[config.mk]
export PLATFORM = sky130hd
export DESIGN_NAME = parallax_ctrl_flat
export DESIGN_NICKNAME = d
export VERILOG_FILES = /design/src/rtl/parallax_ctrl_if.sv /design/src/rtl/parallax_ctrl.sv /design/src/flat_wrapper.sv
export SDC_FILE = /design/constraint.sdc
export NUM_CORES = 1
export LEC_CHECK = 0
export CAP_MARGIN = 20
export CORE_MARGIN = 5
export CORE_UTILIZATION = 50
export DETAILED_ROUTE_END_ITERATION = 6
export PLACE_DENSITY = 0.75
export SLEW_MARGIN = 15
export SYNTH_ARGS = -nofsm -noshare
export SYNTH_HDL_FRONTEND = slang
export SYNTH_SLANG_ARGS = --single-unit
[constraint.sdc]
create_clock -name clk -period 3.95 [get_ports clk]
set_input_delay 0.79 -clock clk [delete_from_list [all_inputs] [get_ports clk]]
set_output_delay 0.79 -clock clk [all_outputs]
set_load 0.005 [all_outputs]
[src/rtl/parallax_ctrl_if.sv]
// Host configuration, stream-monitor and status signals of the parallax correction controller.
interface parallax_ctrl_if;
  logic [7:0] cfg_corr;
  logic       cfg_valid;
  logic       cfg_ready;
  logic       frame_start;
  logic       raw_data_valid;
  logic       raw_data_sop;
  logic       raw_data_eop;
  logic [7:0] parallax_corr;
  logic [9:0] line_cnt;
  logic       upd_done;
  logic       err_range;
  logic       err_len;
  logic       err_sync;

  modport master (
    output cfg_corr, cfg_valid, frame_start, raw_data_valid, raw_data_sop, raw_data_eop,
    input  cfg_ready, parallax_corr, line_cnt, upd_done, err_range, err_len, err_sync
  );

  modport slave (
    input  cfg_corr, cfg_valid, frame_start, raw_data_valid, raw_data_sop, raw_data_eop,
    output cfg_ready, parallax_corr, line_cnt, upd_done, err_range, err_len, err_sync
  );
endinterface

[src/rtl/parallax_ctrl.sv]
// Parallax correction controller: holds a host correction request until a safe frame boundary,
// tracks line/pixel framing of the monitored stream and flags range, length and sync errors.
module parallax_ctrl #(
  parameter int unsigned LINE_LEN    = 1280,
  parameter int unsigned FRAME_LINES = 720,
  parameter int unsigned MAX_CORR    = 128,
  parameter int unsigned RESET_CORR  = 32
) (
  input logic            clk,
  input logic            reset_n,
  parallax_ctrl_if.slave bus_if
);

  localparam logic [8:0]  MaxCorrW     = 9'(MAX_CORR);
  localparam logic [7:0]  ResetCorrW   = 8'(RESET_CORR);
  localparam logic [10:0] LineLenW     = 11'(LINE_LEN);
  localparam logic [10:0] FrameLinesW  = 11'(FRAME_LINES);

  typedef enum logic [1:0] {StWaitFrame, StLineGap, StInLine} state_e;

  state_e      r_state,     w_state_d;
  logic        r_pending,   w_pending_d;
  logic [7:0]  r_pend_val,  w_pend_val_d;
  logic [7:0]  r_corr,      w_corr_d;
  logic [9:0]  r_line_cnt,  w_line_cnt_d;
  logic [10:0] r_pix_cnt,   w_pix_cnt_d;
  logic        r_upd_done,  w_upd_done_d;
  logic        r_err_range, w_err_range_d;
  logic        r_err_len,   w_err_len_d;
  logic        r_err_sync,  w_err_sync_d;

  logic        w_accept;
  logic        w_sop;
  logic        w_eop;
  logic        w_line_done;
  logic [10:0] w_pix_inc;
  logic [10:0] w_pix_new;
  logic [10:0] w_line_inc;

  assign w_accept   = bus_if.cfg_valid & ~r_pending;
  assign w_sop      = bus_if.raw_data_valid & bus_if.raw_data_sop;
  assign w_eop      = bus_if.raw_data_valid & bus_if.raw_data_eop;
  assign w_pix_inc  = (r_pix_cnt == 11'h7FF) ? r_pix_cnt : r_pix_cnt + 11'd1;
  assign w_pix_new  = w_sop ? 11'd1 : w_pix_inc;
  assign w_line_inc = {1'b0, r_line_cnt} + 11'd1;

  // A line completes on eop in a line, or on a single-cycle sop+eop line from the gap.
  assign w_line_done = ~bus_if.frame_start & w_eop &
                       ((r_state == StInLine) | ((r_state == StLineGap) & w_sop));

  always_comb begin
    w_state_d     = r_state;
    w_pending_d   = r_pending;
    w_pend_val_d  = r_pend_val;
    w_corr_d      = r_corr;
    w_line_cnt_d  = r_line_cnt;
    w_pix_cnt_d   = r_pix_cnt;
    w_upd_done_d  = 1'b0;
    w_err_range_d = 1'b0;
    w_err_len_d   = 1'b0;
    w_err_sync_d  = 1'b0;

    if (w_accept) begin
      if ({1'b0, bus_if.cfg_corr} > MaxCorrW) begin
        w_err_range_d = 1'b1;
      end else begin
        w_pending_d  = 1'b1;
        w_pend_val_d = bus_if.cfg_corr;
      end
    end

    if (bus_if.frame_start) begin
      w_state_d    = StLineGap;
      w_line_cnt_d = '0;
      w_pix_cnt_d  = '0;
      // Only r_pending is consulted, so a request taken this same cycle waits a frame.
      if (r_state == StInLine) begin
        w_err_sync_d = 1'b1;
      end else if (r_pending) begin
        w_corr_d     = r_pend_val;
        w_pending_d  = 1'b0;
        w_upd_done_d = 1'b1;
      end
    end else begin
      unique case (r_state)
        StWaitFrame: begin
          if (w_sop) w_err_sync_d = 1'b1;
        end
        StLineGap: begin
          if (w_sop) begin
            w_state_d   = StInLine;
            w_pix_cnt_d = 11'd1;
          end else if (w_eop) begin
            w_err_sync_d = 1'b1;
          end
        end
        StInLine: begin
          if (bus_if.raw_data_valid) begin
            w_pix_cnt_d = w_pix_new;
            if (w_sop) w_err_len_d = 1'b1;
          end
        end
        default: w_state_d = StWaitFrame;
      endcase

      if (w_line_done) begin
        w_pix_cnt_d  = '0;
        w_line_cnt_d = w_line_inc[9:0];
        if (w_pix_new != LineLenW) w_err_len_d = 1'b1;
        w_state_d = (w_line_inc >= FrameLinesW) ? StWaitFrame : StLineGap;
      end
    end
  end

  always_ff @(posedge clk or negedge reset_n) begin
    if (!reset_n) begin
      r_state     <= StWaitFrame;
      r_pending   <= 1'b0;
      r_pend_val  <= '0;
      r_corr      <= ResetCorrW;
      r_line_cnt  <= '0;
      r_pix_cnt   <= '0;
      r_upd_done  <= 1'b0;
      r_err_range <= 1'b0;
      r_err_len   <= 1'b0;
      r_err_sync  <= 1'b0;
    end else begin
      r_state     <= w_state_d;
      r_pending   <= w_pending_d;
      r_pend_val  <= w_pend_val_d;
      r_corr      <= w_corr_d;
      r_line_cnt  <= w_line_cnt_d;
      r_pix_cnt   <= w_pix_cnt_d;
      r_upd_done  <= w_upd_done_d;
      r_err_range <= w_err_range_d;
      r_err_len   <= w_err_len_d;
      r_err_sync  <= w_err_sync_d;
    end
  end

  assign bus_if.cfg_ready     = ~r_pending;
  assign bus_if.parallax_corr = r_corr;
  assign bus_if.line_cnt      = r_line_cnt;
  assign bus_if.upd_done      = r_upd_done;
  assign bus_if.err_range     = r_err_range;
  assign bus_if.err_len       = r_err_len;
  assign bus_if.err_sync      = r_err_sync;

endmodule

[src/flat_wrapper.sv]
// flat-port wrapper written by rule: the top's interface ports become plain ports
module parallax_ctrl_flat 
#(
  parameter int unsigned LINE_LEN    = 1280,
  parameter int unsigned FRAME_LINES = 720,
  parameter int unsigned MAX_CORR    = 128,
  parameter int unsigned RESET_CORR  = 32
)
  (clk, reset_n, bus_if_cfg_corr, bus_if_cfg_valid, bus_if_frame_start, bus_if_raw_data_valid, bus_if_raw_data_sop, bus_if_raw_data_eop, bus_if_cfg_ready, bus_if_parallax_corr, bus_if_line_cnt, bus_if_upd_done, bus_if_err_range, bus_if_err_len, bus_if_err_sync);
  parallax_ctrl_if bus_if_i ();
  input logic clk;
  input logic reset_n;
  input wire logic [$bits(bus_if_i.cfg_corr)-1:0] bus_if_cfg_corr;
  input wire logic [$bits(bus_if_i.cfg_valid)-1:0] bus_if_cfg_valid;
  input wire logic [$bits(bus_if_i.frame_start)-1:0] bus_if_frame_start;
  input wire logic [$bits(bus_if_i.raw_data_valid)-1:0] bus_if_raw_data_valid;
  input wire logic [$bits(bus_if_i.raw_data_sop)-1:0] bus_if_raw_data_sop;
  input wire logic [$bits(bus_if_i.raw_data_eop)-1:0] bus_if_raw_data_eop;
  output wire logic [$bits(bus_if_i.cfg_ready)-1:0] bus_if_cfg_ready;
  output wire logic [$bits(bus_if_i.parallax_corr)-1:0] bus_if_parallax_corr;
  output wire logic [$bits(bus_if_i.line_cnt)-1:0] bus_if_line_cnt;
  output wire logic [$bits(bus_if_i.upd_done)-1:0] bus_if_upd_done;
  output wire logic [$bits(bus_if_i.err_range)-1:0] bus_if_err_range;
  output wire logic [$bits(bus_if_i.err_len)-1:0] bus_if_err_len;
  output wire logic [$bits(bus_if_i.err_sync)-1:0] bus_if_err_sync;
  assign bus_if_i.cfg_corr = bus_if_cfg_corr;
  assign bus_if_i.cfg_valid = bus_if_cfg_valid;
  assign bus_if_i.frame_start = bus_if_frame_start;
  assign bus_if_i.raw_data_valid = bus_if_raw_data_valid;
  assign bus_if_i.raw_data_sop = bus_if_raw_data_sop;
  assign bus_if_i.raw_data_eop = bus_if_raw_data_eop;
  assign bus_if_cfg_ready = bus_if_i.cfg_ready;
  assign bus_if_parallax_corr = bus_if_i.parallax_corr;
  assign bus_if_line_cnt = bus_if_i.line_cnt;
  assign bus_if_upd_done = bus_if_i.upd_done;
  assign bus_if_err_range = bus_if_i.err_range;
  assign bus_if_err_len = bus_if_i.err_len;
  assign bus_if_err_sync = bus_if_i.err_sync;
  parallax_ctrl #(.LINE_LEN(LINE_LEN), .FRAME_LINES(FRAME_LINES), .MAX_CORR(MAX_CORR), .RESET_CORR(RESET_CORR)) u_core (.clk(clk), .reset_n(reset_n), .bus_if(bus_if_i));
endmodule
Yosys cells after proc, flatten, opt, wreduce, memory -nomap -nowiden
Cells that the tools add are included.
{ "totals": {"register_bits": 44, "output_inout_bits": 23, "wordCells": 75} }
{ "classes": {"addsub": 2, "magnitude_cmp": 2, "n_eq_ne": 7, "n_mux": 35, "bitwise_logic": 11, "n_reduce_logical": 8} }
{ "ops": {"columns": ["cell", "count"], "rows": [
  ["$mux 11", 6],
  ["$pmux 11 s2", 1],
  ["$mux 1", 21],
  ["$mux 10", 2],
  ["$add 10x1->11 const B", 1],
  ["$add 11x1->11 const B", 1],
  ["$eq 11x11->1 const B", 1],
  ["$ge 11x10->1 const B", 1],
  ["$ne 11x11->1 const B", 1],
  ["$gt 8x8->1 const B", 1],
  ["$and 1x1->1", 6],
  ["$mux 2", 3],
  ["$reduce_and 3->1", 2],
  ["$ne 4x2->1 const B", 1],
  ["$ne 4x3->1 const B", 1],
  ["$not 1->1", 4],
  ["$pmux 2 s2", 1],
  ["$reduce_and 2->1", 2],
  ["$reduce_bool 4->1", 1],
  ["$ne 3x1->1 const B", 1],
  ["$eq 2x1->1 const B", 1],
  ["$eq 2x2->1 const B", 1],
  ["$logic_not 2->1", 1],
  ["$pmux 1 s2", 1],
  ["3 further kinds", 3]
]} }

Longest topological paths before layout
{ "logic_depth": {"word_depth": 7, "depth_mapped": 7} }

Worst setup path before layout
OpenSTA, ideal clock, no wires.
{ "synth_timing": {"kind": "input to register", "start": "input port bus_if_cfg_corr[2]", "end": "register u_core.r_pend_val[0]", "t_arrival_ps": 2112, "t_required_ps": 3825, "slack_ps": 1713, "path_stages": 4, "cell_sequence": "or4_4 -> o41ai_4 -> nand3_4 -> mux2_4"} }
{ "synth_between": {"elab_chain_len": 3} }
{ "synth_lines": {"columns": ["item", "line_no", "rtl"], "rows": [
  ["start: declaration", "flat_wrapper.sv:13", "input wire logic [$bits(bus_if_i.cfg_corr)-1:0] bus_if_cfg_corr;"],
  ["$gt 8x8->1", "parallax_ctrl.sv:64", "if ({1'b0, bus_if.cfg_corr} > MaxCorrW) begin"],
  ["$not 1->1 (no line)", null, null],
  ["$reduce_and 2->1 (no line)", null, null],
  ["end signal: assignment", "parallax_ctrl.sv:130", "r_pend_val <= w_pend_val_d;"],
  ["end: declaration", "parallax_ctrl.sv:23", "logic [7:0] r_pend_val, w_pend_val_d;"]
]} }
No other way between the ends.
A chain may end at the register's enable or synchronous reset.

Worst setup path after layout
{ "layout_timing": {"start": "input port bus_if_frame_start", "end": "register u_core.r_pix_cnt[7]"} }
{ "layout_between": {"elab_chain_len": 5, "elab_cells_between_ends": 9, "classes_between": "eq/ne: 2; mux: 2; bitwise: 3; reduce/logical: 2"} }
{ "layout_lines": {"columns": ["item", "line_no", "rtl"], "rows": [
  ["start: declaration", "flat_wrapper.sv:15", "input wire logic [$bits(bus_if_i.frame_start)-1:0] bus_if_frame_start;"],
  ["$not 1->1", "parallax_ctrl.sv:48", "assign w_line_done = ~bus_if.frame_start & w_eop &"],
  ["$and 1x1->1 (2 in a row)", "parallax_ctrl.sv:48", null],
  ["$ne 4x2->1 (no line), or another cell as far along", null, null],
  ["$reduce_and 3->1 (no line) or $mux 11 (tied branches)", null, null],
  ["end signal: assignment", "parallax_ctrl.sv:133", "r_pix_cnt <= w_pix_cnt_d;"],
  ["end: declaration", "parallax_ctrl.sv:26", "logic [10:0] r_pix_cnt, w_pix_cnt_d;"]
]} }
Parallel ways exist; a longest one is shown, timed or not.

==> summary.md <==
| Metric | Value |
|---|---|
| Row count | 25 |
| Finished Cell Area | 3010 um2 |
| Final Worst Setup Slack | 1.46 ns |
| Vias | 2,031 |
| CTS clk-pin slew, worst paths | 0.09 ns |
| Routed WL per cell | 15.4 um |
| Status | complete, no violations |
| PortBufs | 37 |
| Fin. Hold Viols | 0 |
| Via/cell ratio | 5.74 |
| Clk_skew | 0.00733 ns |
| Largest net degree at the start of global routing | 45 |
| YS warnings | 0 |
| First-pass GRT wire length | 9.24 mm |
| I/O Pins | 38 |
| Area post-placement | 2880 um2 |
| Logic pwr share | 0.199 |
| Worst Hold Class | input port to asynchronous set/reset pin |
| Share of cells above drive strength 1 | 0.118 |
| Cts repair resizes | 0 |
| Fmax | 401 MHz |
| GRT Util Overall | 0.184 |
| Sequential Power Share | 0.486 |
| Nature of the critical path endpoint | register |
| Bufs on Longest Clock Path | 2 |
| Sw power | 0.278 mW |
| Max Slew Vio Count | 0 |
| Power Dens Cells | 375 nW/um2 |
| Final #Nets | 303 |
| Syn avg cell area | 9.80 um2 |
| Min cycle time layout | 2.49 ns |
| Flops & latches, synth | 44 |
| Worst Setup SP | bus_if_frame_start |
| P&R area growth vs syn | 22.0% |
| Worst EP arrival | 2.72 ns |
| Congestion Overflow GR | 0 |
| Synthesized instance count | 252 |
| Clock sinks | 44 |
| Net Sw Frac | 0.246 |
| Residual DRC | 0 |
| Iteration-0 DRC Markers | 130 |
| CTS tree | built |
| Setup repair bufs after CTS | 0 |
| VDD IR max | 157 uV |
| GP Congestion | 0.944 |
| Pleak | 1.24 nW |
| Initial Util | 0.519 |
| Post-synth top flop | dfrtp_1 |
| Tightest Pin Transition | 0.817 ns |
| Vias in the first global route | 1,934 |
| Clock share of power | 0.315 |
| Antenna Nets Post-Route | 0 |
| Die X-Extent | 80.3 um |
| Commonest cells after routing, fill and taps aside | dfrtp_1, clkdlybuf4s50_1, nand2_1 |
| Final setup viols | 0 |
| Fill cells | 393 |
| Worst setup path category | input port to register |
| CP max FO | 20 |
| Internal Power | 0.851 mW |
| Max Cap Viol | 0 |
| Reg2Reg Depth | 6 |
| Die height | 80.3 um |
| Fin crit share | 0.631 |
| Detailed placer's ending HPWL | 3.84 mm |
| Antenna cells | 0 |
| Total CTS buffers | 5 |
| Data required time of the worst path | 4.18 ns |
| Setup tns final | 0 ns |
| Commonest non-fill, non-tap cell in the layout | dfrtp_1 |
| Post-synthesis sequential area ratio | 0.446 |
| Worst skew pair latency | 0.30 ns |
| Initial antenna violation count | 0 |
| Core Box Area | 4750 um2 |
| Relative slew margins | 0.454 |
| Post-synth EDFFs | 0 |
| First-pass iteration count of the detailed router | 5 |
| Yosys cell types | 56 |
| Startpoint types | input port |
| Clk root buf | clkbuf_8 |
| Full die area | 6450 um2 |
| Post-Route WL | 5.45 mm |
| Asr flop ratio synth | 1.00 |
| Mapped Area | 2470 um2 |
| Setup WS pre-CTS | 1.15 ns |
| RSZ-0062 raised after global routing | false |
| CTS Hold Bufs | 0 |
| Synth Net Count | 269 |
| RR Startpoint | u_core.r_pix_cnt[0] |
| CTS HTree Levels | 2 |
[cell families (layout without fill, tap and decap cells)]
logic type / Yosys count / count (layout) / synth area share
XOR/XNOR: 12 / 12 / 0.0426
AND/OR/NAND/NOR: 103 / 103 / 0.226
multiplexers: 16 / 16 / 0.0826
flip-flops: 44 / 44 / 0.446
AO/OA/AOI/OAI: 58 / 58 / 0.164
buffers and inverters: 17 / 52 / 0.0284
adder cells (fa/ha/maj): 2 / 2 / 0.0101
[through the flow]
stage	cells	util	hold slack, ns	total power, mW
after floorplan	252	-	0.466	0.652
after global placement	345	0.606	0.472	0.778
after detailed placement	345	0.606	0.493	0.784
after CTS	353	0.630	0.514	1.14
after global routing	354	0.634	0.352	1.19
final	354	0.634	0.333	1.13
[layer usage]
layer,global-route usage,share of wire
met1,0.252,0.47
met2,0.281,0.45
met3,0.0493,0.069
met4,0.0574,0.012
met5,0,0
[cell usage after synthesis (3+ instances only)]
master	n	area, um2
mux2_2	7	78.8
a21oi_1	15	75.1
nor2_1	24	90.1
buf_2	5	25.0
nand4_1	4	25.0
nor3_1	10	50.1
a2111oi_0	3	26.3
and4_1	3	26.3
inv_1	4	15.0
clkbuf_1	8	30.0
o22ai_1	3	18.8
xor2_1	6	52.6
mux2_4	7	105
nand3_1	9	45.0
dfrtp_1	43	1080
o21ai_0	6	30.0
o21ai_1	7	35.0
a31oi_1	3	18.8
or3_1	3	18.8
xnor2_1	6	52.6
nand2_1	31	116
[flip-flops by register name, summed over array words and instances, names as in the netlist, 2 cells and up]
signal                       cells
u_core.bus_if.parallax_corr      8
u_core.bus_if.line_cnt          10
u_core.r_state                   2
u_core.r_pix_cnt                11
u_core.r_pend_val                8
[critical path, stage by stage]
cell and delay, ns:
clkdlybuf4s50_1 0.39, buf_4 0.20, nand2b_1 0.22, or4_1 0.69, a31oi_1 0.23, nor2_1 0.06
nor2_1 0.13
[layout make-up]
cell class | instances | area, um2 | area share
inverters | 4 | 15.0 | 0.00498
clock inverters | 3 | 46.3 | 0.0154
well taps | 67 | 83.8 | 0.0278
clock buffers | 5 | 68.8 | 0.0228
flip-flops and latches | 44 | 1100 | 0.366
multi-input cells | 191 | 1300 | 0.430
repair buffers | 40 | 400 | 0.133
[power by group through the flow]
stage               clock, mW  combinational (mW)  sequential [mW]
floorplan                   0              0.0968            0.556
global placement            0               0.222            0.556
detailed placement          0               0.227            0.557
CTS                     0.363               0.227            0.548
global route            0.387               0.246            0.556
finish                  0.356               0.224            0.548
[worst paths after layout]
path | end | slack (ns)
setup / recovery | u_core.r_pix_cnt[7] | 1.46
hold / removal | u_core.r_pix_cnt[9] | 0.33
setup reg to reg | u_core.bus_if.err_len | 1.78
hold reg to reg | u_core.bus_if.parallax_corr[4] | 0.51
max in group asynchronous | u_core.bus_if.parallax_corr[5] | 3.10
min in group clk | u_core.bus_if.parallax_corr[4] | 0.51
No activity file was read; power rests on OpenSTA's default activity.
